**config.mk**
```make
export PLATFORM = sky130hd
export DESIGN_NAME = pipe_stage_skid
export DESIGN_NICKNAME = d
export VERILOG_FILES = /design/src/rtl/pipe_stage_skid.sv
export SDC_FILE = /design/constraint.sdc
export NUM_CORES = 1
export LEC_CHECK = 0
export CAP_MARGIN = 5
export CORE_ASPECT_RATIO = 1.1
export CORE_MARGIN = 3
export CORE_UTILIZATION = 25
export DETAILED_ROUTE_END_ITERATION = 10
export PLACE_DENSITY = 0.46
export SYNTH_ARGS = -nofsm -noshare
export SYNTH_HDL_FRONTEND = slang
export SYNTH_SLANG_ARGS = --single-unit
```
**constraint.sdc**
```tcl
create_clock -name clk -period 2.5 [get_ports clk]
set_input_delay 0.625 -clock clk [delete_from_list [all_inputs] [get_ports clk]]
set_output_delay 0.625 -clock clk [all_outputs]
set_load 0.05 [all_outputs]
```
**src/rtl/pipe_stage_skid.sv**
```systemverilog
// rtl/pipe_stage_skid.sv - generic valid/ready pipeline stage with 2-entry skid buffer
// Registered in_ready_o; flush/start/stall gating; saturating stall and drop counters.
module pipe_stage_skid #(
  parameter int                DATA_W    = 32,
  parameter logic [DATA_W-1:0] FLUSH_VAL = '0,
  parameter int                CNT_W     = 16
) (
  input  logic              clk,
  input  logic              rst_n_i,
  input  logic              start_i,
  output logic              start_o,
  input  logic              stall_i,
  input  logic              flush_i,
  input  logic              in_valid_i,
  output logic              in_ready_o,
  input  logic [DATA_W-1:0] in_data_i,
  output logic              out_valid_o,
  input  logic              out_ready_i,
  output logic [DATA_W-1:0] out_data_o,
  output logic [CNT_W-1:0]  stall_cnt_o,
  output logic [CNT_W-1:0]  drop_cnt_o
);

  typedef enum logic [1:0] {EMPTY = 2'd0, ONE = 2'd1, TWO = 2'd2} state_t;

  state_t            state, state_nxt;
  logic [DATA_W-1:0] main_q, skid_q;
  logic              in_ready_q, start_q;
  logic [CNT_W-1:0]  stall_cnt_q, drop_cnt_q;
  logic              eff_ready, push, pop;
  logic              load_main_in, load_main_skid, load_skid;
  logic [1:0]        held;
  logic [CNT_W:0]    drop_sum;

  assign eff_ready   = out_ready_i & ~stall_i;
  assign out_valid_o = (state != EMPTY);
  assign push        = in_valid_i & in_ready_q & start_i;
  assign pop         = out_valid_o & eff_ready & start_i;
  assign held        = (state == TWO) ? 2'd2 : ((state == ONE) ? 2'd1 : 2'd0);
  assign drop_sum    = {1'b0, drop_cnt_q} + (CNT_W+1)'(held);

  always_ff @(posedge clk) begin
    if (!rst_n_i) state <= EMPTY;
    else          state <= state_nxt;
  end

  always_comb begin
    state_nxt = state;
    if (flush_i) begin
      state_nxt = EMPTY;
    end else begin
      case (state)
        EMPTY:   if (push) state_nxt = ONE;
        ONE: begin
          if (push && !pop)      state_nxt = TWO;
          else if (pop && !push) state_nxt = EMPTY;
        end
        TWO:     if (pop) state_nxt = ONE;
        default: state_nxt = EMPTY;
      endcase
    end
  end

  always_comb begin
    load_main_in   = 1'b0;
    load_main_skid = 1'b0;
    load_skid      = 1'b0;
    if (!flush_i) begin
      case (state)
        EMPTY: load_main_in = push;
        ONE: begin
          load_main_in = push & pop;
          load_skid    = push & ~pop;
        end
        TWO:     load_main_skid = pop;
        default: ;
      endcase
    end
  end

  // Ready is computed from the next state so it never depends on out_ready_i combinationally.
  always_ff @(posedge clk) begin
    if (!rst_n_i) begin
      main_q     <= FLUSH_VAL;
      skid_q     <= '0;
      in_ready_q <= 1'b0;
      start_q    <= 1'b0;
    end else begin
      start_q    <= start_i;
      in_ready_q <= start_i & (state_nxt != TWO);
      if (flush_i)             main_q <= FLUSH_VAL;
      else if (load_main_in)   main_q <= in_data_i;
      else if (load_main_skid) main_q <= skid_q;
      if (load_skid) skid_q <= in_data_i;
    end
  end

  always_ff @(posedge clk) begin
    if (!rst_n_i) begin
      stall_cnt_q <= '0;
      drop_cnt_q  <= '0;
    end else begin
      if (start_i && out_valid_o && !eff_ready && (stall_cnt_q != {CNT_W{1'b1}}))
        stall_cnt_q <= stall_cnt_q + 1'b1;
      if (flush_i)
        drop_cnt_q <= drop_sum[CNT_W] ? {CNT_W{1'b1}} : drop_sum[CNT_W-1:0];
    end
  end

  assign in_ready_o  = in_ready_q;
  assign start_o     = start_q;
  assign out_data_o  = main_q;
  assign stall_cnt_o = stall_cnt_q;
  assign drop_cnt_o  = drop_cnt_q;

endmodule
```
==> out/results.txt, run 1 <==
status - completed
Clock power frac - 42.5%
Die W - 133.4 um
number of port buffers - 105
DR iter-0 viols - 149
clock slew at reported path FFs - 70 ps
Antenna Nets Post-Route - 0
CTS tree - yes
first drt pass iteration count - 4
total grt overflow - 0
Hold Slack - 456.9 ps
sw power - 727.1 uW
WL/cell - 14.44 um
Worst-Skew Late Latency - 340 ps
post-synthesis net count - 557
fill count - 1811
Nets - 661
Setup Crit Path Kind - flop to output port
Remaining DRCs - 0
f_max - 0.4187 GHz
Seq/Total Area, Yosys - 44.86%
CP required - 1880 ps
Reg power frac - 51.4%
top_reg_cell synth - dfxtp_1
Synth Area per Inst - 8.683 um^2
hold buffer count at cts - 0
routed via count - 4034
pin count of the biggest net entering global routing - 36
final setup fails - 0
Mapped Area - 0.004463 mm^2
post-cts sizing count - 0
Yosys top cell area share - 44.86%
H-Tree Level Count - 3
Synth area leader - dfxtp_1
crit path DAT - 1760 ps
commonest cells after routing, fill and taps aside - clkdlybuf4s50_1 (105), dfxtp_1 (100), nand2_1 (93)
Comb power frac - 6.1%
vias in the first global route - 3789
Critical Path End Type - output port
Yosys warnings - 0
Post-synth EDFFs - 0
GPL Wtd Cong - 0.7551
max cap viols - 0
fin worst setup slack - 111.9 ps
CP Launch Type - flop
fin crit period - 2388 ps
Total GRT Usage - 12.34%
top cells by area, synth - dfxtp_1 (45%), a21oi_1 (8.2%), nand2_1 (7.8%), nand3b_1 (5.7%), a22oi_1 (5.4%)
clock buffer count from CTS - 9
internal power - 2390 uW
worst slew pin tran - 566.3 ps
distinct cell type count after synthesis - 52
Rel. slew slack - 61.27%
# diodes - 0
Die ar. - 0.01949 mm^2
worst hold path type - flop to flop
setup bufs post-CTS - 0
Routed WL - 12.38 mm
Synth Instances - 514
Vias/cell - 4.707
Yosys reg bits - 100
pwr dens - 503.5 mW/mm^2
switching part of the total - 23.32%
worst-case clock buffer depth - 2
# clock sinks - 100
Layout Skew - 7.308 ps
Final Hold Viols - 0
initial antenna violation count - 0
total core area - 0.01727 mm^2
Initial Utilization - 25.85%
post-synthesis async set-or-reset flop share - 0%
setup_tns - 0 ps
final period utilization - 95.52%
first-pass GRT wire length - 19.67 mm
max-slew violations - 0
share of post-route cells with drive strength above 1 - 9.310%
Die H - 146.1 um
commonest non-fill, non-tap cell in the layout - clkdlybuf4s50_1
utilization after layout - 35.86%
Post-Place Setup Slack - 121.9 ps
I/O pin count - 106
CP Max Fanout - 7
R2R Setup Slk - 260 ps
Syn-to-layout area delta - 38.72%
row count - 50
Clk Tree Root Cell - clkbuf_16
RSZ-0062 raised after global routing - no
placed wire-length estimate - 8.486 mm
maximum vdd drop - 0.0002980 V
Pleak - 0.001901 uW
-- cell families after synthesis --
kind of cell / share of synthesized area (%)
XOR/XNOR: 1.766
AO/OA/AOI/OAI: 19.29
adder cells (fa/ha/maj): 1.290
buffers and inverters: 4.794
flip-flops: 44.86
AND/OR/NAND/NOR: 25.32
multiplexers: 2.691
-- cells in the mapped netlist, drive strengths merged, types with 3 or more instances --
cell type and n:
and2 3, dfxtp 100, nand2 93, a31oi 3, mux2i 12, ha 3, nand2b 11, inv 7
a22oi 32, o21ai 4, or3 4, clkbuf 17, nand3b 34, nand4 8, nand3 10, and4 3
xnor2 8, nor3 8, or4 6, o31ai 4, buf 19, nor2 7, nor4 11, a21oi 83
-- state kept, by name (all words and copies together), names as in the netlist --
register	cells
in_ready_o	1
skid_q	32
state	2
out_data_o	32
drop_cnt_o	16
start_o	1
stall_cnt_o	16
-- power by group through the flow --
stage,logic (uW),registers [uW],clock network (uW)
6_report,191,1600,1320
4_1_cts,194,1600,1390
3_5_place_dp,194,1640,0
3_3_place_gp,193,1640,0
2_1_floorplan,56.1,1660,0
5_1_grt,207,1600,1430
-- path summary, 6_finish.rpt --
kind                                         startpoint                         end  cells past startpoint
worst min register to register  skid_q[12]$_SDFFE_PN0P_     skid_q[12]$_SDFFE_PN0P_                      2
worst max register to register      state[0]$_SDFF_PN0_  drop_cnt_o[0]$_SDFFE_PN0P_                      8
worst min-delay path            skid_q[12]$_SDFFE_PN0P_     skid_q[12]$_SDFFE_PN0P_                      2
worst max-delay path                state[1]$_SDFF_PN0_                 out_valid_o                      2
-- final cells by class --
| class | count | area (um^2) | area share, % |
|---|---|---|---|
| tap | 234 | 292.8 | 4.729 |
| clock buffer | 10 | 239.0 | 3.860 |
| multi-input combinational | 370 | 2257 | 36.46 |
| inverter | 8 | 30.03 | 0.4850 |
| clock inverter | 6 | 38.79 | 0.6265 |
| sequential | 100 | 2002 | 32.34 |
| timing repair buffer | 129 | 1331 | 21.50 |
-- critical path, cell delays in order, from the launching register on --
cell             delay (ps)
dfxtp_1                 420
or2_1                   180
clkdlybuf4s50_1         820
-- stage by stage --
| stage | cell area [um^2] | instances | power (uW) |
|---|---|---|---|
| global placement | 5913 | 841 | 1832 |
| CTS | 6191 | 857 | 3183 |
| floorplan | 4463 | 514 | 1714 |
| detailed placement | 5913 | 841 | 1833 |
| global route | 6191 | 857 | 3238 |
| finish | 6191 | 857 | 3117 |
-- per-layer routing --
| metal | vias up | GRT usage [%] | wire (um) |
|---|---|---|---|
| met5 | - | 0 | 0 |
| met4 | 0 | 4.938 | 192 |
| met3 | 13 | 2.653 | 520 |
| met2 | 98 | 19.23 | 5549 |
| met1 | 1862 | 16.66 | 6117 |
| li1 | 2061 | - | - |
(Power assumes the default switching activity.)
==> run 2: changes to the inputs <==
==> constraint.sdc (replaced) <==
create_clock -name clk -period 2.5 [get_ports clk]
set_input_delay 0.375 -clock clk [delete_from_list [all_inputs] [get_ports clk]]
set_output_delay 0.375 -clock clk [all_outputs]
set_load 0.05 [all_outputs]
==> out/results.txt, run 2 (same netlist as run 1, synthesis figures left out) <==
status - completed
pwr dens - 507.5 mW/mm^2 (+0.78%)
internal power - 2357 uW (-1.4%)
Die W - 133.4 um (unchanged)
critical path endpoint - drop_cnt_o[14]$_SDFFE_PN0P_
WL/cell - 14.56 um (+0.80%)
GR Util met2 - 19.21% (-0.025 points)
R2R Path Start - state[0]$_SDFF_PN0_
worst-case clock buffer depth - 2 (unchanged)
final setup fails - 0 (unchanged)
Layout Skew - 7.180 ps (-0.1280 ps)
R2R Setup Slk - 160 ps (-100 ps)
vias in the first global route - 3807 (+0.48%)
met3 Track Usage GR - 2.860% (+0.21 points)
clock slew at reported path FFs - 70 ps (about the same)
Remaining DRCs - 0 (unchanged)
CTS tree - yes
Initial Utilization - 25.85% (unchanged)
crit path DAT - 2580 ps (+820 ps)
row count - 50 (unchanged)
I/O pin count - 106 (unchanged)
total core area - 0.01727 mm^2 (unchanged)
final period utilization - 93.75% (-1.8 points)
Total GRT Usage - 12.64% (+0.30 points)
CP Launch Type - flop
setup bufs post-CTS - 0 (unchanged)
Rel. slew slack - 62.72% (+1.5 points)
Setup Crit Path Kind - flop to flop
Worst-Skew Late Latency - 340 ps (about the same)
commonest non-fill, non-tap cell in the layout - clkdlybuf4s50_1
maximum vdd drop - 0.0003600 V (+21%)
max-slew violations - 0 (unchanged)
Final Hold Viols - 0 (unchanged)
switching part of the total - 23.58% (+0.26 points)
placed wire-length estimate - 8.434 mm (-0.61%)
Slowest-stage cell, CP - nor4_1
CP startpoint - state[0]$_SDFF_PN0_
RR Endpoint - drop_cnt_o[14]$_SDFFE_PN0P_
Comb power frac - 6.0% (about the same)
number of port buffers - 105 (unchanged)
Pleak - 0.001851 uW (-2.7%)
GPL Wtd Cong - 0.7493 (-0.77%)
Die ar. - 0.01949 mm^2 (unchanged)
Die H - 146.1 um (unchanged)
multi-input logic area - 0.002272 mm^2 (+0.67%)
sw power - 727.4 uW (about the same)
setup_tns - 0 ps (unchanged)
Vias/cell - 4.744 (+0.79%)
Routed WL - 12.35 mm (-0.26%)
Final Total Pwr - 3085 uW (-1.1%)
Reg power frac - 51.9% (+0.5 points)
post-cts sizing count - 0 (unchanged)
Syn-to-layout area delta - 36.19%
RSZ-0062 raised after global routing - no
routed via count - 4023 (-0.27%)
Clock power frac - 42.1% (-0.4 points)
worst slew pin tran - 557.4 ps (-8.868 ps)
initial antenna violation count - 0 (unchanged)
max cap viols - 0 (unchanged)
worst hold path type - flop to flop
commonest cells after routing, fill and taps aside - clkdlybuf4s50_1 (105), dfxtp_1 (100), nand2_1 (93)
Clk Tree Root Cell - clkbuf_16
DR iter-0 viols - 199 (+34%)
# clock sinks - 100 (unchanged)
Critical Path End Type - flop
fill count - 1805 (-0.33%)
CP Max Fanout - 7 (unchanged)
utilization after layout - 35.20% (-0.65 points)
Final Non-Filler Cells - 848 (-1.1%)
share of post-route cells with drive strength above 1 - 8.143% (-1.2 points)
CP required - 2740 ps (+860 ps)
H-Tree Level Count - 3 (unchanged)
first drt pass iteration count - 4 (unchanged)
f_max - 0.4266 GHz (+1.9%)
total grt overflow - 0 (unchanged)
Antenna Nets Post-Route - 0 (unchanged)
placed insts - 832 (-1.1%)
busiest grt layer - met2
fin crit period - 2344 ps (-44.22 ps)
worst r2r path cells - 9 (+1)
first-pass GRT wire length - 20.20 mm (+2.7%)
Crit path largest cell delay - 420 ps (-400 ps)
crit path cell chain - inv_2, nor2_1, ha_1, inv_1, fa_1, nand3b_1, nor4_1, xnor2_1, a21oi_2
hold buffer count at cts - 0 (unchanged)
grt met1 use - 17.35% (+0.69 points)
pin count of the biggest net entering global routing - 65 (+81%)
# diodes - 0 (unchanged)
clock buffer count from CTS - 9 (unchanged)
Nets - 652 (-1.4%)
Sequential Area - 0.002002 mm^2 (unchanged)
==> run 2: critical path, delay by kind of cell (launching register included) <==
kind | cells | cell delay [ps]
XOR/XNOR | 1 | 180
AND/OR/NAND/NOR | 3 | 880
buffers and inverters | 2 | 160
adder cells (fa/ha/maj) | 2 | 560
flip-flops | 1 | 380
AO/OA/AOI/OAI | 1 | 70
==> run 2: power by group through the flow <==
stage	clock [uW]	sequential, uW	combinational, uW
global route	1410	1600	200
floorplan	0	1660	56.1
global placement	0	1640	187
detailed placement	0	1640	187
finish	1300	1600	185
CTS	1350	1600	187
==> run 2: how the worst min path moves through the flow <==
stage | end | startpoint | slack (ps) | depth (start not counted)
finish | skid_q[11]$_SDFFE_PN0P_ | skid_q[11]$_SDFFE_PN0P_ | 460 | 2
global route | skid_q[14]$_SDFFE_PN0P_ | skid_q[14]$_SDFFE_PN0P_ | 480 | 2
CTS | skid_q[11]$_SDFFE_PN0P_ | skid_q[11]$_SDFFE_PN0P_ | 460 | 2
detailed placement | skid_q[11]$_SDFFE_PN0P_ | skid_q[11]$_SDFFE_PN0P_ | 450 | 2
global placement | skid_q[11]$_SDFFE_PN0P_ | skid_q[11]$_SDFFE_PN0P_ | 440 | 2
floorplan | skid_q[0]$_SDFFE_PN0P_ | skid_q[0]$_SDFFE_PN0P_ | 440 | 2
==> run 2: final cells by class <==
class                   count  share of cell area, %
inverters                   8                 0.4940
clock inverters             6                 0.6381
multi-input cells         370                  37.38
clock buffers              10                  3.767
flip-flops and latches    100                  32.94
repair buffers            120                  19.97
well taps                 234                  4.817
==> run 2: routing by layer <==
metal  up-vias  routed length (um)
met2        93                5497
met4         0                 272
li1       2041                   -
met1      1875                6041
met5         -                   0
met3        14                 536
==> run 2: metrics by stage <==
stage	hold WS, ps	area (um^2)	worst slack, ps
4_1_cts	457.5	6063	128.9
3_3_place_gp	441.5	5796	165.0
5_1_grt	478.0	6078	42.33
3_5_place_dp	447.4	5796	149.9
2_1_floorplan	436.8	4463	219.0
6_report	457.6	6078	156.1
